<file path="src/rtl/arb_n.sv">
// arb_n: N-way bus arbiter that borrows the bus from a CPU.
// Fixed-priority or round-robin grant, with CPU bus-back masking.
module arb_n #(
  parameter int NREQ      = 8,
  parameter int CPU_LEVEL = NREQ - 2,
  parameter int IDW       = $clog2(NREQ)
) (
  input  logic            clk,
  input  logic            reset,
  input  logic [NREQ-1:0] req,
  input  logic            mode,
  input  logic            ack,
  input  logic            bg_in,
  input  logic            cpu_req,
  output logic            br_out,
  output logic            ba,
  output logic [NREQ-1:0] gnt,
  output logic [IDW-1:0]  gnt_id,
  output logic            gnt_valid,
  output logic            cpu_bm
);

  typedef enum logic [1:0] {
    S_CPU,
    S_REQ,
    S_OWN
  } state_t;

  state_t          state_q, state_d;
  logic [NREQ-1:0] gnt_q, gnt_d;
  logic [IDW-1:0]  last_q, last_d;

  logic [NREQ-1:0] elig;
  logic            any_elig;
  logic [IDW-1:0]  fx_idx;
  logic [IDW-1:0]  hi_idx;
  logic [IDW-1:0]  lo_idx;
  logic            hi_hit;
  logic [IDW-1:0]  win_idx;
  logic            arb_pt;

  // Eligible requesters: only the top levels outrank a CPU bus-back
  always_comb begin
    elig = req;
    for (int i = 0; i < NREQ; i++) begin
      if (cpu_req && (i < CPU_LEVEL)) begin
        elig[i] = 1'b0;
      end
    end
  end

  assign any_elig = |elig;

  // Fixed priority: highest eligible index wins
  always_comb begin
    fx_idx = '0;
    for (int i = 0; i < NREQ; i++) begin
      if (elig[i]) begin
        fx_idx = IDW'(i);
      end
    end
  end

  // Round robin: lowest eligible above last, else lowest at/below last
  always_comb begin
    hi_hit = 1'b0;
    hi_idx = '0;
    lo_idx = '0;
    for (int i = NREQ - 1; i >= 0; i--) begin
      if (elig[i] && (i > int'(last_q))) begin
        hi_hit = 1'b1;
        hi_idx = IDW'(i);
      end
      if (elig[i] && (i <= int'(last_q))) begin
        lo_idx = IDW'(i);
      end
    end
  end

  assign win_idx = mode ? (hi_hit ? hi_idx : lo_idx)
                        : fx_idx;

  assign arb_pt = (state_q == S_OWN) &&
                  (ack || (gnt_q == '0));

  // State register, grant and round-robin pointer
  always_ff @(posedge clk) begin
    if (reset) begin
      state_q <= S_CPU;
      gnt_q   <= '0;
      last_q  <= IDW'(NREQ - 1);
    end else begin
      state_q <= state_d;
      gnt_q   <= gnt_d;
      last_q  <= last_d;
    end
  end

  // Next-state, next-grant and pointer update
  always_comb begin
    state_d = state_q;
    gnt_d   = gnt_q;
    last_d  = last_q;
    unique case (state_q)
      S_CPU: begin
        if (|req) begin
          state_d = S_REQ;
        end
      end
      S_REQ: begin
        if (bg_in) begin
          state_d = S_OWN;
        end else if (!(|req)) begin
          state_d = S_CPU;
        end
      end
      S_OWN: begin
        if (arb_pt) begin
          if (any_elig) begin
            gnt_d  = {{(NREQ-1){1'b0}}, 1'b1} << win_idx;
            last_d = win_idx;
          end else begin
            state_d = S_CPU;
            gnt_d   = '0;
          end
        end
      end
      default: begin
        state_d = S_CPU;
        gnt_d   = '0;
      end
    endcase
  end

  // Grant index encode from the registered one-hot grant
  always_comb begin
    gnt_id = '0;
    for (int i = 0; i < NREQ; i++) begin
      if (gnt_q[i]) begin
        gnt_id = gnt_id | IDW'(i);
      end
    end
  end

  assign gnt       = gnt_q;
  assign gnt_valid = |gnt_q;
  assign br_out    = (state_q == S_REQ);
  assign ba        = (state_q == S_OWN);
  assign cpu_bm    = (state_q != S_OWN);

endmodule

</file>
<file path="config.mk">
export PLATFORM = sky130hd
export DESIGN_NAME = arb_n
export DESIGN_NICKNAME = d
export VERILOG_FILES = /design/src/rtl/arb_n.sv
export SDC_FILE = /design/constraint.sdc
export NUM_CORES = 1
export LEC_CHECK = 0
export CAP_MARGIN = 20
export CELL_PAD_IN_SITES_DETAIL_PLACEMENT = 0
export CELL_PAD_IN_SITES_GLOBAL_PLACEMENT = 2
export CORE_MARGIN = 4
export CORE_UTILIZATION = 27
export DETAILED_ROUTE_END_ITERATION = 16
export GPL_TIMING_DRIVEN = 0
export PLACE_DENSITY = 0.79
export SKIP_CTS_REPAIR_TIMING = 1
export SKIP_LAST_GASP = 1
export SLEW_MARGIN = 20
export SYNTH_ARGS = -nofsm -noshare
export SYNTH_HDL_FRONTEND = slang
export SYNTH_SLANG_ARGS = --single-unit
</file>
<file path="constraint.sdc">
create_clock -name clk -period 2.3 [get_ports clk]
set_clock_uncertainty 0.05 [all_clocks]
set_input_delay 0.23 -clock clk [delete_from_list [all_inputs] [get_ports clk]]
set_output_delay 0.23 -clock clk [all_outputs]
set_load 0.1 [all_outputs]
</file>
-- Yosys cells after proc, flatten, opt, wreduce, memory -nomap -nowiden
Index checks and enable logic that the tools add are counted.
- magnitude comparators: 14
- eq/ne operators: 7
- shift operators: 1
- mux-type cells: 53
- bitwise logic cells: 1
- reductions and logical operators: 25
- operators with widths (operator ; number):
    $mux 3 ; 25
    $reduce_or 8->1 ; 3
    $mux 2 ; 9
    $mux 8 ; 2
    $pmux 8 s2 ; 1
    $logic_and 1x1->1 ; 15
    $mux 1 ; 15
    $gt 3x3->1 const A ; 4
    $le 3x3->1 const A ; 4
    $logic_not 8->1 ; 1
    $shl 1x3->8 const A ; 1
    $gt 2x3->1 const A ; 2
    $le 2x3->1 const A ; 2
    $ne 2x2->1 const B ; 3
    $pmux 2 s3 ; 1
    $reduce_and 4->1 ; 1
    $gt 1x3->1 const A ; 1
    $le 1x3->1 const A ; 1
    $ne 3x3->1 const B ; 1
    $reduce_and 3->1 ; 1
    $eq 2x1->1 const B ; 1
    $eq 2x2->1 const B ; 1
    $logic_not 2->1 ; 1
    $ne 2x1->1 const B ; 1
    4 further kinds ; 4
- flip-flop bits (word level): 13
- input port bits: 14
- logic and storage cells: 104

-- Longest topological paths before layout
Gate-level depths: netlist of run 1.
- depth in word-level cells: 16
- gate-level depth with buffers: 8
- depth with buffers taken out: 6

-- Worst setup path after synthesis of run 1
Ideal clock, no wire load.
- kind: register to register
- from: register state_q[1]
- to: register last_q[0]
- library setup time: 0.120 ns
- data arrival time: 2.942 ns
- data required time: 2.130 ns
- setup slack: -0.811 ns
- cell stages (with the launch flop): 6
- clock period less this slack: 3.111 ns
- cells stage by stage: dfxtp_1 -> nor2b_1 -> o21ai_0 -> or2_1 -> and2_0 -> a211o_1
- word-level cells in the longest chain between the ends: 3
- ends and longest elaborated chain (item ; RTL line ; source):
    start, declared ; 29 ; state_t state_q, state_d;
    start signal, assigned ; 93 ; state_q <= state_d;
    $eq 2x2->1 (*) ; - ;
    named net ba ; 16 ; output logic ba,
    $logic_and 1x1->1 ; 83 ; assign arb_pt = (state_q == S_OWN) &&
    $reduce_and 3->1 (no source line) (*) ; - ;
    end signal, assigned ; 91 ; last_q <= IDW'(NREQ - 1);
    end signal, assigned ; 95 ; last_q <= last_d;
    end, declared ; 31 ; logic [IDW-1:0] last_q, last_d;
Mark *: on every way through the listed nets, which the timed path passes. The rest lies on a longest branch.
A chain may end at the register's enable or synchronous reset.

-- Worst setup path in the final report of run 1
- from: input req[3]
- to: register gnt_q[4] (netlist: gnt[4])
- word-level cells in the longest chain between the ends: 12
- ends and longest elaborated chain (item ; RTL line ; source):
    start, declared ; 10 ; input logic [NREQ-1:0] req,
    $mux 1 (*) ; 46 ; if (cpu_req && (i < CPU_LEVEL)) begin
    $logic_and 1x1->1 ; 74 ; if (elig[i] && (i <= int'(last_q))) begin
    $mux 3 (4 in a row) ; 74 ;
    $mux 3 (2 in a row) ; 80 ; assign win_idx = mode ? (hi_hit ? hi_idx : lo_idx)
    $shl 1x3->8 ; 120 ; gnt_d = {{(NREQ-1){1'b0}}, 1'b1} << win_idx;
    $mux 8 (*) ; 119 ; if (any_elig) begin
    $mux 8 (*) ; 118 ; if (arb_pt) begin
    $pmux 8 s2 (*) ; 104 ; unique case (state_q)
    end signal, assigned ; 94 ; gnt_q <= gnt_d;
    end, declared ; 30 ; logic [NREQ-1:0] gnt_q, gnt_d;
Mark *: on every way between the ends. The rest lies on a longest branch, timed or not. The select of a mux whose other input is x is not followed.

==> summary.md, run 1 <==
| Metric | Value |
|---|---|
| Run status | `finished clean` |
| Worst max-slew margin expressed relative to the limit | `35.0%` |
| H-tree lvl count | `1` |
| Fraction of final layout cells sized beyond drive strength 1 | `23.2%` |
| Sequential area share after synthesis | `24.7%` |
| Fraction of registers with async set or reset after synthesis | `0%` |
| # port buffers | `27` |
| Start-to-end type of the worst setup path | `in -> reg` |
| EDFF count, synth | `0` |
| Upper clock frequency limit | `447 MHz` |
| First-pass detailed-route iteration total | `4` |
| Number of global-route vias before repair | `1169` |
| Maximum clock insertion buffer count | `2` |
| Most common cell after layout, fill and taps aside | `clkdlybuf4s50_1` |
| Post-Syn Area per Cell | `about 8 µm²` |
| Power density cells | `463 nW/µm²` |
| Area growth syn-to-layout | `48.5%` |
| Path class of the lowest-slack min-delay path | `in -> reg` |
| Kind of launch point of the worst setup path | `primary input` |
| Cell Count, Final, Fillers Out | `212` |
| Combined area of all synthesized cells | `1050 µm²` |
| Distinct cell type count after synthesis | `44` |
| TritonCTS Buffers | `3` |
| Fraction of post-synthesis cell area in the top cell type by area | `24.7%` |
| Synthesis-stage register bit count | `13` |
| Core Region | `3720 µm²` |
| Number of fill cells | `just over 400` |
| Total number of vias | `1193` |
| Required time reported for the critical path endpoint | `2.38 ns` |
| Min Tclk post-route | `2.24 ns` |
| List of cells traversed by the critical path | `clkdlybuf4s50_1, o21a_1, or3_1, or3_4, a32o_2, a32o_1` |
| Area enclosed by the die boundary | `4970 µm²` |
| Maximum vdd drop | `~0.21 mV` |
| Detailed Route Iter0 Violations | `~120` |
| Detail Placement HPWL | `2.62 mm` |
| RSZ-0062 raised after global routing | `false` |
| Starting density of the core | `between 20 and 30%` |
| Multi-input gate area | `782 µm²` |
| Setup-failing EPs final | `0` |
| Endpoint kind of the worst setup timing path | `flip-flop` |
| Total track usage | `14.0%` |
| Leakage power summed over all cells | `0.000732 µW` |
| Worst-path cell with the longest stage delay | `clkdlybuf4s50_1` |
| Cell Rows | `22` |
| Diodes inserted | `0` |
| Utilization after layout | `42.2%` |
| Final RePlAce weighted congestion | `just under 0.9` |
| Placed Cells | `a little over 200` |
| Yosys warns | `0` |
| Die boundary width | `70.5 µm` |
| Clock latency of the later-clocked register in the worst-skew pair | `0.24 ns` |
| Clock tree from TritonCTS | `yes` |
| First-pass GRT wire length | `roughly 5.8 mm` |
| Reported max-cap violation count | `0` |
| Routed WL | `roughly 3.4 mm` |
| Delay of the slowest critical-path stage | `0.51 ns` |
| Leftover overflow at the end of global routing | `0` |
| Root buffer selected by CTS | `clkbuf_8` |
| Sink count of the clock tree | `13` |
| Total placed instance area | `1420 µm²` |
| Crit share post-route | `97.3%` |
| Power consumption | `725 µW` |
| Most area-hungry cell type in the Yosys netlist | `dfxtp_1` |
| Final slew viol count | `0` |
| Top-level port count | `29` |
| Post-DR wirelength/cell | `16.1 µm` |
| Most area-consuming cells after synthesis | `dfxtp_1 25%, a32o_1 7.6%, nor2_1 5.0%` |
| Clk slew on worst S/H paths | `0.06 ns` |
| Count of antenna-violating nets left after detailed routing | `0` |
| Maximum fanout along the worst path | `5` |
| Count of mapped cells out of synthesis | `between 100 and 150` |
| Maximum number of pins on one net before global-route repair | `11` |
| Chip height | `70.5 µm` |
| Actual slew at the worst max-slew pin | `0.971 ns` |
| Total negative slack | `0 ns` |
| Number of hold violations in the final report | `0` |
| Top flip-flop cell by instance count after synthesis | `dfxtp_1` |
| CP arrival | `approximately 2.3 ns` |
| Number of nets in the layout | `~180` |
| Commonest cells after routing, fill and taps aside | `17 x clkdlybuf4s50_1, 13 x nor2_1, 10 x dlymetal6s2s_1` |
| Number of antenna violations at the first check in global routing | `0` |
| Final Instance Area | `1570 µm²` |
| Vias per inst | `about 5.6` |
| Post-Syn Nets | `146` |
| FF/Latch Area | `279 µm²` |
| # DRC | `0` |
area by class of cell:
class | instances | area share (%)
Buffer | 7 | 4.07
Inverter | 9 | 2.16
Multi-Input combinational cell | 103 | 49.9
Clock buffer | 4 | 2.88
Sequential cell | 13 | 17.8
Tap cell | 48 | 3.83
Timing Repair Buffer | 28 | 19.3
metrics by stage:
step	hold slack [ns]	worst slack (ns)
final	0.366	0.0615
after global routing	0.385	0.00856
after CTS	0.309	-0.261
after detailed placement	0.420	-0.337
after global placement	0.411	-0.357
after floorplan	0.374	0.0179
synth_stat cells, types with 4 or more instances:
cell type and count:
o21ai_1 5, a21oi_1 7, o21ai_0 7, nor2b_1 5
nor3_1 4, a211o_1 5, nand2_1 5, dfxtp_1 13
buf_6 4, nor2_1 14, a32o_1 8, o21a_1 4
or2_1 4, inv_1 9
kinds of logic after synthesis:
group,count (synthesis),share of synthesized area [%]
AOI/OAI and AO/OA,53,38.1
adders and majority gates,1,0.949
DFF,13,24.7
buffers and inverters,16,8.66
and+or+nand+nor,49,27.6
registers in the layout, summed over array words and instances (netlist names):
| name | flops |
|---|---|
| state_q | 2 |
| gnt | 8 |
| last_q | 3 |
critical path, delay by kind of cell:
family,cells,cell delay (ns)
buffers and inverters,1,0.51
AO/OA/AOI/OAI,3,0.85
AND/OR/NAND/NOR,2,0.74
where the power goes:
group	switching [µW]	internal [µW]	total (µW)
registers	9.75	230	240
clock network	79.2	122	201
logic	182	102	283
layer usage:
| metal | vias to the layer above | share of wire [%] | track usage, % |
|---|---|---|---|
| met4 | 0 | 0.73 | 2.77 |
| met2 | 36 | 49 | 23.5 |
| met5 | - | 0 | 0 |
| met3 | 4 | 4.0 | 3.02 |
| li1 | 571 | - | - |
| met1 | 582 | 47 | 18.3 |
final timing paths:
path                                             start                      end  slack, ns  depth (start not counted)
worst min-delay path                             reset  state_q[1]$_SDFFE_PP0P_       0.37                          2
worst max-delay path                            req[3]      gnt[4]$_SDFFE_PP0P_       0.06                          6
worst min register to register     gnt[0]$_SDFFE_PP0P_      gnt[0]$_SDFFE_PP0P_       0.43                          1
worst max register to register  last_q[1]$_SDFFE_PP1P_      gnt[4]$_SDFFE_PP0P_       0.07                          7
Power figures use the tool's default switching activity.
==> run 2: changes to the inputs <==
--- a/config.mk
+++ b/config.mk
@@ -13,7 +13,6 @@
 export DETAILED_ROUTE_END_ITERATION = 16
 export GPL_TIMING_DRIVEN = 0
 export PLACE_DENSITY = 0.79
-export SKIP_CTS_REPAIR_TIMING = 1
 export SKIP_LAST_GASP = 1
 export SLEW_MARGIN = 20
 export SYNTH_ARGS = -nofsm -noshare
==> run 2 against run 1 <==
Net effect: combinational power fell by 5%; sequential share of layout area rose by 0.73 points; sequential power barely moved; flip-flop and latch count did not move; largest power group unchanged; highest routed layer unchanged.
==> summary.md, run 2 (synthesis gave the netlist of run 1 again) <==
| Metric | Value |
|---|---|
| Power consumption | `709 µW (was 725 µW)` |
| Kind of launch point of the worst setup path | `flip-flop (was primary input)` |
| Actual slew at the worst max-slew pin | `0.972 ns (was 0.971 ns)` |
| Routed WL | `3.31 mm (was 3.41 mm)` |
| Total placed instance area | `1420 µm² (unchanged)` |
| Leftover overflow at the end of global routing | `0 (unchanged)` |
| Upper clock frequency limit | `453 MHz (was 447 MHz)` |
| Min Tclk post-route | `2.21 ns (was 2.24 ns)` |
| Start-to-end type of the worst setup path | `reg -> reg (was in -> reg)` |
| Endpoint kind of the worst setup timing path | `flip-flop (unchanged)` |
| Commonest cells after routing, fill and taps aside | `17 x clkdlybuf4s50_1, 14 x nor2_1, 9 x inv_1 (was 17 x clkdlybuf4s50_1, 13 x nor2_1, 10 x dlymetal6s2s_1)` |
| Number of global-route vias before repair | `1170 (was 1169)` |
| Total number of vias | `1190 (was 1193)` |
| # port buffers | `27 (unchanged)` |
| CP arrival | `2.29 ns (was 2.32 ns)` |
| Post-CTS Hold Fix Bufs | `0` |
| Root buffer selected by CTS | `clkbuf_8 (unchanged)` |
| Final RePlAce weighted congestion | `0.864 (unchanged)` |
| Cell Rows | `22 (unchanged)` |
| H-tree lvl count | `1 (unchanged)` |
| Run status | `finished clean (unchanged)` |
| Power density cells | `474 nW/µm² (was 463 nW/µm²)` |
| Clk slew on worst S/H paths | `0.05 ns (was 0.06 ns)` |
| Count of antenna-violating nets left after detailed routing | `0 (unchanged)` |
| Maximum number of pins on one net before global-route repair | `11 (unchanged)` |
| Chip height | `70.5 µm (unchanged)` |
| Starting density of the core | `28.4% (unchanged)` |
| Most numerous cell on the critical path | `buf_6` |
| Area enclosed by the die boundary | `4970 µm² (unchanged)` |
| Top-level port count | `29 (unchanged)` |
| Setup-failing EPs final | `0 (unchanged)` |
| Final Instance Area | `1500 µm² (was 1570 µm²)` |
| Number of antenna violations at the first check in global routing | `0 (unchanged)` |
| Vias per inst | `5.61 (was 5.63)` |
| Most common cell after layout, fill and taps aside | `clkdlybuf4s50_1 (unchanged)` |
| Crit share post-route | `96.0% (was 97.3%)` |
| Final slew viol count | `0 (unchanged)` |
| Number of fill cells | `418 (was 405)` |
| Total negative slack | `0 ns (unchanged)` |
| Total track usage | `14.1% (was 14.0%)` |
| List of cells traversed by the critical path | `buf_6, buf_6, o21ai_1, a211oi_1, a21oi_1, or3_4, a32o_2, a32o_1 (was clkdlybuf4s50_1, o21a_1, or3_1, or3_4, a32o_2, a32o_1)` |
| Detail Placement HPWL | `2.62 mm (unchanged)` |
| First-pass detailed-route iteration total | `4 (unchanged)` |
| TritonCTS Buffers | `3 (unchanged)` |
| Number of flip-flops under the largest register name | `8 (unchanged)` |
| Path class of the lowest-slack min-delay path | `in -> reg (unchanged)` |
| Clock latency of the later-clocked register in the worst-skew pair | `0.24 ns (about the same)` |
| Clock tree from TritonCTS | `yes (unchanged)` |
| Maximum fanout along the worst path | `10 (was 5)` |
| Area growth syn-to-layout | `42.0% (was 48.5%)` |
| Number of nets in the layout | `179 (unchanged)` |
| Number of hold violations in the final report | `0 (unchanged)` |
| Placed Cells | `207 (unchanged)` |
| Maximum vdd drop | `0.208 mV (was 0.209 mV)` |
| Die boundary width | `70.5 µm (unchanged)` |
| Post-DR wirelength/cell | `15.6 µm (was 16.1 µm)` |
| First-pass GRT wire length | `5.81 mm (was 5.77 mm)` |
| Sink count of the clock tree | `13 (unchanged)` |
| Delay of the slowest critical-path stage | `0.38 ns (was 0.51 ns)` |
| Diodes inserted | `0 (unchanged)` |
| Core Region | `3720 µm² (unchanged)` |
| Fraction of final layout cells sized beyond drive strength 1 | `20.1% (was 23.2%)` |
| RSZ-0062 raised after global routing | `true (was false)` |
| Maximum clock insertion buffer count | `2 (unchanged)` |
| Detailed Route Iter0 Violations | `107 (was 118)` |
| Worst max-slew margin expressed relative to the limit | `35.0% (about the same)` |
| Leakage power summed over all cells | `0.000643 µW (was 0.000732 µW)` |
| Required time reported for the critical path endpoint | `2.38 ns (about the same)` |
| Worst-path cell with the longest stage delay | `or3_4 (was clkdlybuf4s50_1)` |
| Cell Count, Final, Fillers Out | `212 (unchanged)` |
| # DRC | `0 (unchanged)` |
| Reported max-cap violation count | `0 (unchanged)` |
## run 2: cell count changes in the layout (fill, tap and decap cells not counted), sizes merged
cell          previous run  this run
dlygate4sd2              0         6
dlymetal6s2s            10         4
## run 2: power by group
group	leakage [µW]	total (µW)	switching [µW]	internal [µW]
Combinational	0.000510	270	175	95.1
Clock	0.0000228	200	77.6	122
Sequential	0.000110	240	9.61	230
Total	0.000643	709	262	447
## run 2: metal layers
layer	GRT usage (%)	wire (µm)
met1	18.6	1520
met2	23.7	1600
met3	2.88	159
met4	2.77	36
met5	0	0
## run 2: cell type report
class	instances	area [µm²]	share of cell area, %
Multi-Input combinational cell	103	742	49.5
Timing Repair Buffer	28	280	18.7
Sequential cell	13	278	18.5
Tap cell	48	60.1	4.01
Buffer	7	58.8	3.93
Clock buffer	4	45.0	3.01
Inverter	9	33.8	2.26
## run 2: per-stage QoR
stage	utilization, %	hold slack, ns	worst slack [ns]
after detailed placement	38.1	0.420	-0.337
after global routing	40.3	0.362	-0.00279
after CTS	39.3	0.309	0.00957
after global placement	38.1	0.411	-0.357
final	40.3	0.340	0.0919
after floorplan	-	0.374	0.0179
## run 2: critical path: cells and delay by family (launching register included)
| kind | cells | cell delay [ns] |
|---|---|---|
| compound gates | 5 | 1.04 |
| simple gates | 1 | 0.38 |
| flops | 1 | 0.33 |
| buf+inv | 2 | 0.28 |
## run 2: what timing repair did
action                                  CTS  global route
hold endpoints to repair                  0             0
resized for setup                         8             8
cloned                                    0             0
pin swaps                                 0             1
endpoints found under the setup margin   13             9
buffers inserted                          0             1
## run 2: final timing paths
check | start | to | slack, ns | depth (start not counted)
worst max-delay path | last_q[1]$_SDFFE_PP1P_ | gnt[4]$_SDFFE_PP0P_ | 0.09 | 8
worst min-delay path | reset | state_q[1]$_SDFFE_PP0P_ | 0.34 | 2
worst max register to register | last_q[1]$_SDFFE_PP1P_ | gnt[4]$_SDFFE_PP0P_ | 0.09 | 8
worst min register to register | gnt[0]$_SDFFE_PP0P_ | gnt[0]$_SDFFE_PP0P_ | 0.43 | 1
==> run 3: changes to the inputs <==
--- a/config.mk
+++ b/config.mk
@@ -13,7 +13,6 @@
 export DETAILED_ROUTE_END_ITERATION = 16
 export GPL_TIMING_DRIVEN = 0
 export PLACE_DENSITY = 0.79
-export SKIP_LAST_GASP = 1
 export SLEW_MARGIN = 20
 export SYNTH_ARGS = -nofsm -noshare
 export SYNTH_HDL_FRONTEND = slang
==> run 3 against run 2 <==
Net effect: flip-flop and latch count unchanged; routed wire length fell by 0.54%; design area increased by 0.33%; power increased by 0.11%.
==> summary.md, run 3 (synthesis gave the netlist of run 1 again) <==
| Metric | Value |
|---|---|
| Delay of the slowest critical-path stage | `1.14 ns (was 0.38 ns)` |
| Starting density of the core | `28.4% (unchanged)` |
| Core Region | `3720 µm² (unchanged)` |
| Total track usage | `14.1% (unchanged)` |
| Top-level port count | `29 (unchanged)` |
| Post-CTS Hold Fix Bufs | `0 (unchanged)` |
| PnR worst setup slack | `0.0942 ns (was 0.0919 ns)` |
| Power density cells | `472 nW/µm² (was 474 nW/µm²)` |
| First-pass GRT wire length | `5.81 mm (unchanged)` |
| Post-DR wirelength/cell | `15.5 µm (was 15.6 µm)` |
| Maximum fanout along the worst path | `4 (was 10)` |
| Area enclosed by the die boundary | `4970 µm² (unchanged)` |
| Maximum vdd drop | `0.208 mV (about the same)` |
| TritonCTS Buffers | `3 (unchanged)` |
| Maximum number of pins on one net before global-route repair | `11 (unchanged)` |
| Total number of vias | `1179 (was 1190)` |
| Total negative slack | `0 ns (unchanged)` |
| Top sig layer | `met4 (unchanged)` |
| Clk slew on worst S/H paths | `0.05 ns (about the same)` |
| Leakage power summed over all cells | `0.000644 µW (was 0.000643 µW)` |
| Utilization after layout | `40.4% (was 40.3%)` |
| Worst max-slew margin expressed relative to the limit | `35.0% (unchanged)` |
| Clock tree from TritonCTS | `yes (unchanged)` |
| Fraction of final layout cells sized beyond drive strength 1 | `20.7% (was 20.1%)` |
| Setup-failing EPs final | `0 (unchanged)` |
| Worst-path cell with the longest stage delay | `clkdlybuf4s50_1 (was or3_4)` |
| Run status | `finished clean (unchanged)` |
| RSZ-0062 raised after global routing | `false (was true)` |
| Number of flip-flops under the largest register name | `8 (unchanged)` |
| Kind of launch point of the worst setup path | `flip-flop (unchanged)` |
| Required time reported for the critical path endpoint | `2.02 ns (was 2.38 ns)` |
| Final slew viol count | `0 (unchanged)` |
| Count of antenna-violating nets left after detailed routing | `0 (unchanged)` |
| Number of nets in the layout | `179 (unchanged)` |
| Min Tclk post-route | `2.21 ns (about the same)` |
| Most common cell after layout, fill and taps aside | `clkdlybuf4s50_1 (unchanged)` |
| Endpoint kind of the worst setup timing path | `primary output (was flip-flop)` |
| Number of global-route vias before repair | `1170 (unchanged)` |
| Crit share post-route | `95.9% (was 96.0%)` |
| Number of hold violations in the final report | `0 (unchanged)` |
| Sink count of the clock tree | `13 (unchanged)` |
| Final Instance Area | `1500 µm² (about the same)` |
| Worst hold slack after final layout | `0.340 ns (unchanged)` |
| Leftover overflow at the end of global routing | `0 (unchanged)` |
| Maximum clock insertion buffer count | `2 (unchanged)` |
| Cell Rows | `22 (unchanged)` |
| Wl on met1 | `1.54 mm (was 1.52 mm)` |
| Area growth syn-to-layout | `42.5% (was 42.0%)` |
| Total placed instance area | `1420 µm² (unchanged)` |
| Detail Placement HPWL | `2.62 mm (unchanged)` |
| # port buffers | `27 (unchanged)` |
| Reported max-cap violation count | `0 (unchanged)` |
| First-pass detailed-route iteration total | `4 (unchanged)` |
| CP arrival | `1.93 ns (was 2.29 ns)` |
| # DRC | `0 (unchanged)` |
| Vias per inst | `5.56 (was 5.61)` |
| Clock latency of the later-clocked register in the worst-skew pair | `0.24 ns (about the same)` |
| Commonest cells after routing, fill and taps aside | `17 x clkdlybuf4s50_1, 14 x nor2_1, 9 x inv_1 (unchanged)` |
| Upper clock frequency limit | `453 MHz (about the same)` |
| Chip height | `70.5 µm (unchanged)` |
| Met2 layer wire length in the routed design | `1.58 mm (was 1.60 mm)` |
| Root buffer selected by CTS | `clkbuf_8 (unchanged)` |
| Pre-CTS WS | `-0.337 ns (unchanged)` |
| Met3 Wirelength | `126 µm (was 159 µm)` |
| Path class of the lowest-slack min-delay path | `in -> reg (unchanged)` |
| Start-to-end type of the worst setup path | `reg -> out (was reg -> reg)` |
| Final RePlAce weighted congestion | `0.864 (unchanged)` |
| H-tree lvl count | `1 (unchanged)` |
| List of cells traversed by the critical path | `nor2b_1, clkdlybuf4s50_1 (was buf_6, buf_6, o21ai_1, a211oi_1, a21oi_1, or3_4, a32o_2, a32o_1)` |
| Diodes inserted | `0 (unchanged)` |
| Die boundary width | `70.5 µm (unchanged)` |
| Routed WL | `3.30 mm (was 3.31 mm)` |
| Detailed Route Iter0 Violations | `82 (was 107)` |
| Number of antenna violations at the first check in global routing | `0 (unchanged)` |
| Actual slew at the worst max-slew pin | `0.972 ns (unchanged)` |
## run 3: path summary, 6_finish.rpt
path / slack (ns) / cells after the start / start / end
worst max register to register: 0.10 / 7 / last_q[1]$_SDFFE_PP1P_ / gnt[4]$_SDFFE_PP0P_
worst min-delay path: 0.34 / 2 / reset / state_q[1]$_SDFFE_PP0P_
worst min register to register: 0.43 / 1 / gnt[0]$_SDFFE_PP0P_ / gnt[0]$_SDFFE_PP0P_
worst max-delay path: 0.09 / 2 / state_q[0]$_SDFFE_PP0P_ / br_out
## run 3: per-layer routing
layer / global-route usage (%) / vias up
met3: 2.88 / 6
met1: 18.6 / 567
met4: 2.77 / 0
li1: - / 571
met5: 0 / -
met2: 23.7 / 35
## run 3: power by group
group | switching [µW] | internal [µW] | leakage (µW) | total (µW)
registers | 9.64 | 230 | 0.000110 | 240
clock network | 77.6 | 122 | 0.0000228 | 200
logic | 175 | 95.4 | 0.000511 | 271
## run 3: timing repair
action / 4_1_cts / 5_1_grt
setup endpoints to repair: 13 / 9
gates resized for setup: 8 / 9
setup buffers: 0 / 1
pin swaps: 0 / 1
## run 3: area by class of cell
cell class | instances | area (µm²)
Inverter | 9 | 33.8
Multi-Input combinational cell | 103 | 747
Timing Repair Buffer | 28 | 280
Tap cell | 48 | 60.1
Sequential cell | 13 | 278
Buffer | 7 | 58.8
Clock buffer | 4 | 45.0
Fill cell | 415 | 2210
## run 3: metrics by stage
step	instances	power (µW)
6_report	212	710
4_1_cts	211	711
3_3_place_gp	207	510
2_1_floorplan	132	432
3_5_place_dp	207	510
5_1_grt	212	754
## run 3: worst max-delay path, delay by kind of cell (launching register included)
family | cells | cell delay [ns]
flops | 1 | 0.40
buf+inv | 1 | 1.14
simple gates | 1 | 0.15
